==> src/rtl/pdm_mic_rx_pkg.sv <==
// Shared defaults and the CIC width helper for the PDM microphone receive path.
package pdm_pkg;

  localparam int unsigned CLK_HALF_DEF = 20;
  localparam int unsigned DECIM_DEF    = 64;
  localparam int unsigned OUT_W_DEF    = 11;
  localparam int unsigned CIC_ORDER    = 3;

  // Register growth of an N-th order CIC is N*log2(R) bits over the 1-bit input.
  function automatic int unsigned cic_width(input int unsigned decim);
    return 1 + CIC_ORDER * $clog2(decim);
  endfunction

endpackage

==> src/rtl/pdm_mic_rx_if.sv <==
// Microphone pins, capture enable and PCM output of the PDM receive path.
interface pdm_mic_rx_if #(
  parameter int unsigned OUT_W = 11
);
  logic             en;
  logic             M_DATA;
  logic             M_CLK;
  logic             M_LRSEL;
  logic [OUT_W-1:0] pcm;
  logic             pcm_valid;

  modport master (
    input  en, M_DATA,
    output M_CLK, M_LRSEL, pcm, pcm_valid
  );

  modport slave (
    output en, M_DATA,
    input  M_CLK, M_LRSEL, pcm, pcm_valid
  );
endinterface

==> src/rtl/pdm_mic_rx_cic.sv <==
// 3rd-order CIC decimator: integrators at the bit rate, combs at the sample rate,
// result scaled to offset-binary PCM with saturation at full scale.
module cic_decim
  import pdm_pkg::*;
#(
  parameter int unsigned DECIM = DECIM_DEF,
  parameter int unsigned CIC_W = cic_width(DECIM),
  parameter int unsigned OUT_W = OUT_W_DEF
) (
  input  logic             clk,
  input  logic             rst,
  input  logic             x,
  input  logic             bit_stb,
  input  logic             clear,
  output logic [OUT_W-1:0] pcm,
  output logic             pcm_valid
);

  localparam int unsigned CNT_W = $clog2(DECIM);
  localparam int unsigned SHIFT = CIC_W - OUT_W - 1;

  logic [CIC_W-1:0]       i1, i2, i3;
  logic [CIC_W-1:0]       i1_n, i2_n, i3_n;
  logic [CIC_W-1:0]       d1, d2, d3;
  logic [CIC_W-1:0]       c1, c2, c3;
  logic [CIC_W-SHIFT-1:0] v;
  logic [OUT_W-1:0]       sat;
  logic [CNT_W-1:0]       cnt;
  logic                   dec_stb;

  always_comb begin
    i1_n = i1 + CIC_W'(x);
    i2_n = i2 + i1_n;
    i3_n = i3 + i2_n;
    c1   = i3 - d1;
    c2   = c1 - d2;
    c3   = c2 - d3;
    v    = c3[CIC_W-1:SHIFT];
    // Only the exact full-scale input reaches the bit above the output range.
    sat  = (|(v >> OUT_W)) ? '1 : v[OUT_W-1:0];
  end

  always_ff @(posedge clk or posedge rst) begin
    if (rst) begin
      i1        <= '0;
      i2        <= '0;
      i3        <= '0;
      d1        <= '0;
      d2        <= '0;
      d3        <= '0;
      cnt       <= '0;
      dec_stb   <= 1'b0;
      pcm       <= '0;
      pcm_valid <= 1'b0;
    end else begin
      pcm_valid <= 1'b0;
      if (clear) begin
        i1      <= '0;
        i2      <= '0;
        i3      <= '0;
        d1      <= '0;
        d2      <= '0;
        d3      <= '0;
        cnt     <= '0;
        dec_stb <= 1'b0;
      end else begin
        dec_stb <= bit_stb && (cnt == CNT_W'(DECIM - 1));
        if (bit_stb) begin
          i1  <= i1_n;
          i2  <= i2_n;
          i3  <= i3_n;
          cnt <= cnt + CNT_W'(1);
        end
        if (dec_stb) begin
          d1        <= i3;
          d2        <= c1;
          d3        <= c2;
          pcm       <= sat;
          pcm_valid <= 1'b1;
        end
      end
    end
  end

endmodule

==> src/rtl/pdm_mic_rx.sv <==
// PDM microphone receiver: generates M_CLK, synchronizes M_DATA, samples it on
// each M_CLK falling edge and decimates to 11-bit offset-binary PCM.
module pdm_mic_rx
  import pdm_pkg::*;
#(
  parameter int unsigned CLK_HALF = CLK_HALF_DEF,
  parameter int unsigned DECIM    = DECIM_DEF,
  parameter int unsigned CIC_W    = cic_width(DECIM),
  parameter int unsigned OUT_W    = OUT_W_DEF
) (
  input  logic         CLK100MHZ,
  input  logic         RST,
  pdm_mic_rx_if.master mic
);

  localparam int unsigned DIV_W = (CLK_HALF > 1) ? $clog2(CLK_HALF) : 1;

  logic [DIV_W-1:0] div;
  logic             mclk;
  logic [1:0]       sync;
  logic             bit_stb;
  logic             x_r;
  logic             stb_r;

  // Fires on the cycle whose closing edge drives M_CLK from 1 to 0.
  assign bit_stb = mic.en && mclk && (div == DIV_W'(CLK_HALF - 1));

  always_ff @(posedge CLK100MHZ or posedge RST) begin
    if (RST) begin
      div   <= '0;
      mclk  <= 1'b0;
      sync  <= '0;
      x_r   <= 1'b0;
      stb_r <= 1'b0;
    end else begin
      sync <= {sync[0], mic.M_DATA};
      if (!mic.en) begin
        div   <= '0;
        mclk  <= 1'b0;
        x_r   <= 1'b0;
        stb_r <= 1'b0;
      end else begin
        stb_r <= bit_stb;
        if (bit_stb) begin
          x_r <= sync[1];
        end
        if (div == DIV_W'(CLK_HALF - 1)) begin
          div  <= '0;
          mclk <= ~mclk;
        end else begin
          div <= div + DIV_W'(1);
        end
      end
    end
  end

  cic_decim #(
    .DECIM (DECIM),
    .CIC_W (CIC_W),
    .OUT_W (OUT_W)
  ) u_cic (
    .clk       (CLK100MHZ),
    .rst       (RST),
    .x         (x_r),
    .bit_stb   (stb_r),
    .clear     (~mic.en),
    .pcm       (mic.pcm),
    .pcm_valid (mic.pcm_valid)
  );

  assign mic.M_CLK   = mclk;
  assign mic.M_LRSEL = 1'b0;

endmodule

==> src/flat_wrapper.sv <==
// flat-port wrapper written by rule: the top's interface ports become plain ports
module pdm_mic_rx_flat import pdm_pkg::*;
#(
  parameter int unsigned CLK_HALF = CLK_HALF_DEF,
  parameter int unsigned DECIM    = DECIM_DEF,
  parameter int unsigned CIC_W    = cic_width(DECIM),
  parameter int unsigned OUT_W    = OUT_W_DEF
)
  (CLK100MHZ, RST, mic_en, mic_M_DATA, mic_M_CLK, mic_M_LRSEL, mic_pcm, mic_pcm_valid);
  pdm_mic_rx_if #(.OUT_W(OUT_W)) mic_i ();
  input  logic CLK100MHZ;
  input  logic RST;
  input wire logic [$bits(mic_i.en)-1:0] mic_en;
  input wire logic [$bits(mic_i.M_DATA)-1:0] mic_M_DATA;
  output wire logic [$bits(mic_i.M_CLK)-1:0] mic_M_CLK;
  output wire logic [$bits(mic_i.M_LRSEL)-1:0] mic_M_LRSEL;
  output wire logic [$bits(mic_i.pcm)-1:0] mic_pcm;
  output wire logic [$bits(mic_i.pcm_valid)-1:0] mic_pcm_valid;
  assign mic_i.en = mic_en;
  assign mic_i.M_DATA = mic_M_DATA;
  assign mic_M_CLK = mic_i.M_CLK;
  assign mic_M_LRSEL = mic_i.M_LRSEL;
  assign mic_pcm = mic_i.pcm;
  assign mic_pcm_valid = mic_i.pcm_valid;
  pdm_mic_rx #(.CLK_HALF(CLK_HALF), .DECIM(DECIM), .CIC_W(CIC_W), .OUT_W(OUT_W)) u_core (.CLK100MHZ(CLK100MHZ), .RST(RST), .mic(mic_i));
endmodule
==> config.mk <==
export PLATFORM = sky130hd
export DESIGN_NAME = pdm_mic_rx_flat
export DESIGN_NICKNAME = d
export VERILOG_FILES = /design/src/rtl/pdm_mic_rx_pkg.sv /design/src/rtl/pdm_mic_rx_if.sv /design/src/rtl/pdm_mic_rx_cic.sv /design/src/rtl/pdm_mic_rx.sv /design/src/flat_wrapper.sv
export SDC_FILE = /design/constraint.sdc
export NUM_CORES = 1
export LEC_CHECK = 0
export CAP_MARGIN = 20
export CORE_UTILIZATION = 50
export DETAILED_ROUTE_END_ITERATION = 16
export PLACE_DENSITY = 0.66
export SLEW_MARGIN = 10
export SYNTH_ARGS = -nofsm -noshare
export SYNTH_HDL_FRONTEND = slang
export SYNTH_SLANG_ARGS = --single-unit
==> constraint.sdc <==
create_clock -name CLK100MHZ -period 6.1 [get_ports CLK100MHZ]
set_clock_uncertainty 0.1 [all_clocks]
set_input_delay 1.22 -clock CLK100MHZ [delete_from_list [all_inputs] [get_ports CLK100MHZ]]
set_output_delay 1.22 -clock CLK100MHZ [all_outputs]
set_load 0.005 [all_outputs]
==> results.toml <==
[yosys]
synth_top_area_share_pct = 34.3
synth_edf_count = 0
synth_nets = 1224
yosysSeqAreaShare_pct = 34.3
synth_area_leaders = "dfrtp_1 34%, ha_1 11%, mux2i_1 7.4%, xnor2_1 6.5%, nor2b_1 5.1%"
async_flop_share_pct = 100
ys_types = 70
synth_top_area_cell = "dfrtp_1"
synth_most_common_cell = "dfrtp_1"
synthCells = 1123
syn_avg_cell_area_um2 = 9.29
yosys-top-cells-count = "143 x dfrtp_1, 93 x ha_1, 85 x nor2b_1"
synth_ff_type = "dfrtp_1"
syn_area_um2 = 10400
synth_seq_cells = 143
yosys_warnings = 0

[sta]
fmax_mhz = 179
fin_crit_ps = 5580
rsz0062_at_grt = "no"
drv_slew = 0
slew_headroom_pct = 47.6
worst_pin_slew_ps = 787
setup_viol = 0
hold_viol_final = 0
hold_slack_ps = 262
period_share_pct = 91.5
fin_tns_setup_ps = 0

[global_route]
grtUsageTotal_pct = 20.2
grt_pass1_wl_um = 35200
grt_start_max_net_pins = 85
overflow = 0
antenna_found_initial = 0
grt_pass1_vias = 7352

[worst_setup_path]
max_stage_delay_ps = 430
cp-start-kind = "flop"
required_ps = 6340
cp-end-kind = "flop"
reg2reg_slack_ps = 520
path_delay_family = "compound AO/OA/AOI/OAI gates"
rr_startpoint = "u_core.u_cic.i3[1]"
crit_type = "reg2reg"
r2r-end = "u_core.u_cic.pcm[10]"
crit_path_top_delay_cell = "dfrtp_1"
crit_path_frequent_cell = "a21oi_1"
path_buf_inv = 0
arrival_ps = 5830
path_max_fanout = 11
path_cells = "ha_1 -> nor2b_1 -> o21ai_0 -> a21boi_0 -> o21a_1 -> o22a_1 -> a21o_1 -> a21oi_1 -> xnor2_1 -> ha_1 -> a21oi_1 -> o31ai_1 -> a21o_1 -> a21oi_1 -> xnor2_1 -> ha_1 -> nand3_1 -> nor2_1 -> a21oi_1 -> a31oi_1 -> o21a_1 -> nor2_1 -> xnor3_2 -> o22ai_1"
r2r_cells = 24

[job]
maxCapViolCount = 0

[power]
comb_power_share_pct = 2.3
p_leak_uw = 0.00525
p_int_uw = 1540
p_switching_uw = 461
powerDensity_nw_per_um2 = 176
swShare_pct = 23.1
irDropWorstVdd_mv = 0.171
p_clk_share_pct = 50.0
seqPwrFrac_pct = 47.7

[finish]
syn2layout_area_growth_pct = 8.98
nets = 1221
seq_area_um2 = 3580
n_antenna_cell = 0
drive_gt1_share_pct = 5.21
multi_input_area_um2 = 6410
nFillCells = 1813

[drt]
drt-total-wl_um = 20300
detail-route-antenna-nets = 0
viasPerCell = 5.31
route.detailed.drc = 0
num_vias = 7453
drt_iter0_markers = 264
wire_per_inst_um = 14.5
dr.pass1.iters = 4

[die]
num_rows = 52
coreArea_um2 = 20400
dieHeight_um = 146
io_pins = 18
die-width_um = 146
start_util_pct = 51.3
die_area_um2 = 21500

[clock_network]
hold_buffers = 0
clkLatencyLatePin_ps = 430
cts_root_buf = "clkbuf_16"
clockBufferDepth = 2
htree_levels = 4
numCtsBuffers = 17
cts_tree = "yes"
clock-sinks = 143
clk_pin_slew_ps = 70

[worst_hold_path]
worst_hold_startpoint = "u_core.sync[0]"
hold_class = "reg2reg"
min_delay_path_depth = 0
holdPathEnd = "u_core.sync[1]"

[placement]
globalplace.congestion = 0.827
dp.final_hpwl_um = 14100
portBuffers = 16

[outcome]
outcome = "completed"
-- layout by cell type, fill, tap and decap left out, types with 30 or more instances in the layout --
cell type / n
mux2i_1: 77
ha_1: 93
xor2_1: 32
nor2b_1: 85
a21oi_1: 52
dfrtp_1: 141
a21o_1: 30
xnor2_1: 77
nor2_1: 60
nand2_1: 74
o21ai_0: 35
inv_1: 73
-- routing by layer --
| metal | GRT usage, % | wire, um |
|---|---|---|
| met5 | 0 | 0 |
| met4 | 4.84 | 203 |
| met3 | 3.75 | 352 |
| met2 | 34.2 | 9720 |
| met1 | 26.5 | 10000 |
-- area by class of cell --
| cell class | instances | share of cell area [%] |
|---|---|---|
| clock buffers | 20 | 3.93 |
| clock inverters | 12 | 0.979 |
| inverters | 75 | 2.52 |
| well taps | 270 | 2.97 |
| repair buffers | 21 | 1.72 |
| flip-flops and latches | 143 | 31.5 |
| multi-input cells | 862 | 56.4 |
-- worst max-delay path by stage --
| stage | from | endpoint | depth (start not counted) |
|---|---|---|---|
| floorplan | u_core.u_cic.i3[0] | u_core.u_cic.pcm[5] | 28 |
| global placement | u_core.u_cic.i3[0] | u_core.u_cic.pcm[0] | 27 |
| detailed placement | u_core.u_cic.i3[0] | u_core.u_cic.pcm[6] | 24 |
| CTS | u_core.u_cic.i3[0] | u_core.u_cic.pcm[6] | 24 |
| global route | u_core.u_cic.i3[0] | u_core.u_cic.pcm[3] | 28 |
| finish | u_core.u_cic.i3[1] | u_core.u_cic.pcm[10] | 24 |
-- cell families (layout without fill, tap and decap cells) --
family	count (synthesis)	count (layout)	synth area share (%)
compound gates	220	220	14.0
flops	143	143	34.3
other cells	1	1	0.0359
fa+ha+maj	97	97	11.9
xor+xnor	111	111	9.59
mux	80	80	7.71
buf+inv	118	128	4.36
simple gates	353	353	18.1
-- power groups by stage --
stage | registers, uW | logic (uW) | clock network (uW)
2_1_floorplan | 970 | 35.0 | 0
3_3_place_gp | 970 | 50.0 | 0
3_5_place_dp | 970 | 49.9 | 0
4_1_cts | 952 | 49.6 | 1020
5_1_grt | 952 | 54.5 | 1060
6_report | 952 | 46.8 | 998
-- flip-flops by register name, indices dropped and copies added (netlist names) --
register and cells:
u_core.u_cic.d1 19, u_core.x_r 1, u_core.u_cic.d3 19, u_core.u_cic.cnt 6
u_core.u_cic.pcm_valid 1, u_core.stb_r 1, u_core.u_cic.d2 19, u_core.u_cic.i3 19
u_core.u_cic.pcm 11, u_core.u_cic.i2 19, u_core.mic.M_CLK 1, u_core.u_cic.dec_stb 1
u_core.sync 2, u_core.u_cic.i1 19, u_core.div 5
-- metrics by stage --
step | util [%] | instance area (um2) | cells | setup WS (ps) | power (uW)
after floorplan | - | 10400 | 1123 | 895 | 1000
after global placement | 53.1 | 10800 | 1371 | 507 | 1020
after detailed placement | 53.1 | 10800 | 1371 | 372 | 1020
after CTS | 55.8 | 11400 | 1403 | 344 | 2020
after global routing | 55.9 | 11400 | 1403 | 36.7 | 2060
final | 55.9 | 11400 | 1403 | 518 | 2000
-- what timing repair did --
item,CTS,global route
resized for setup,0,4
setup buffers,0,0
endpoints found under the setup margin,0,11
(Power assumes the default switching activity.)
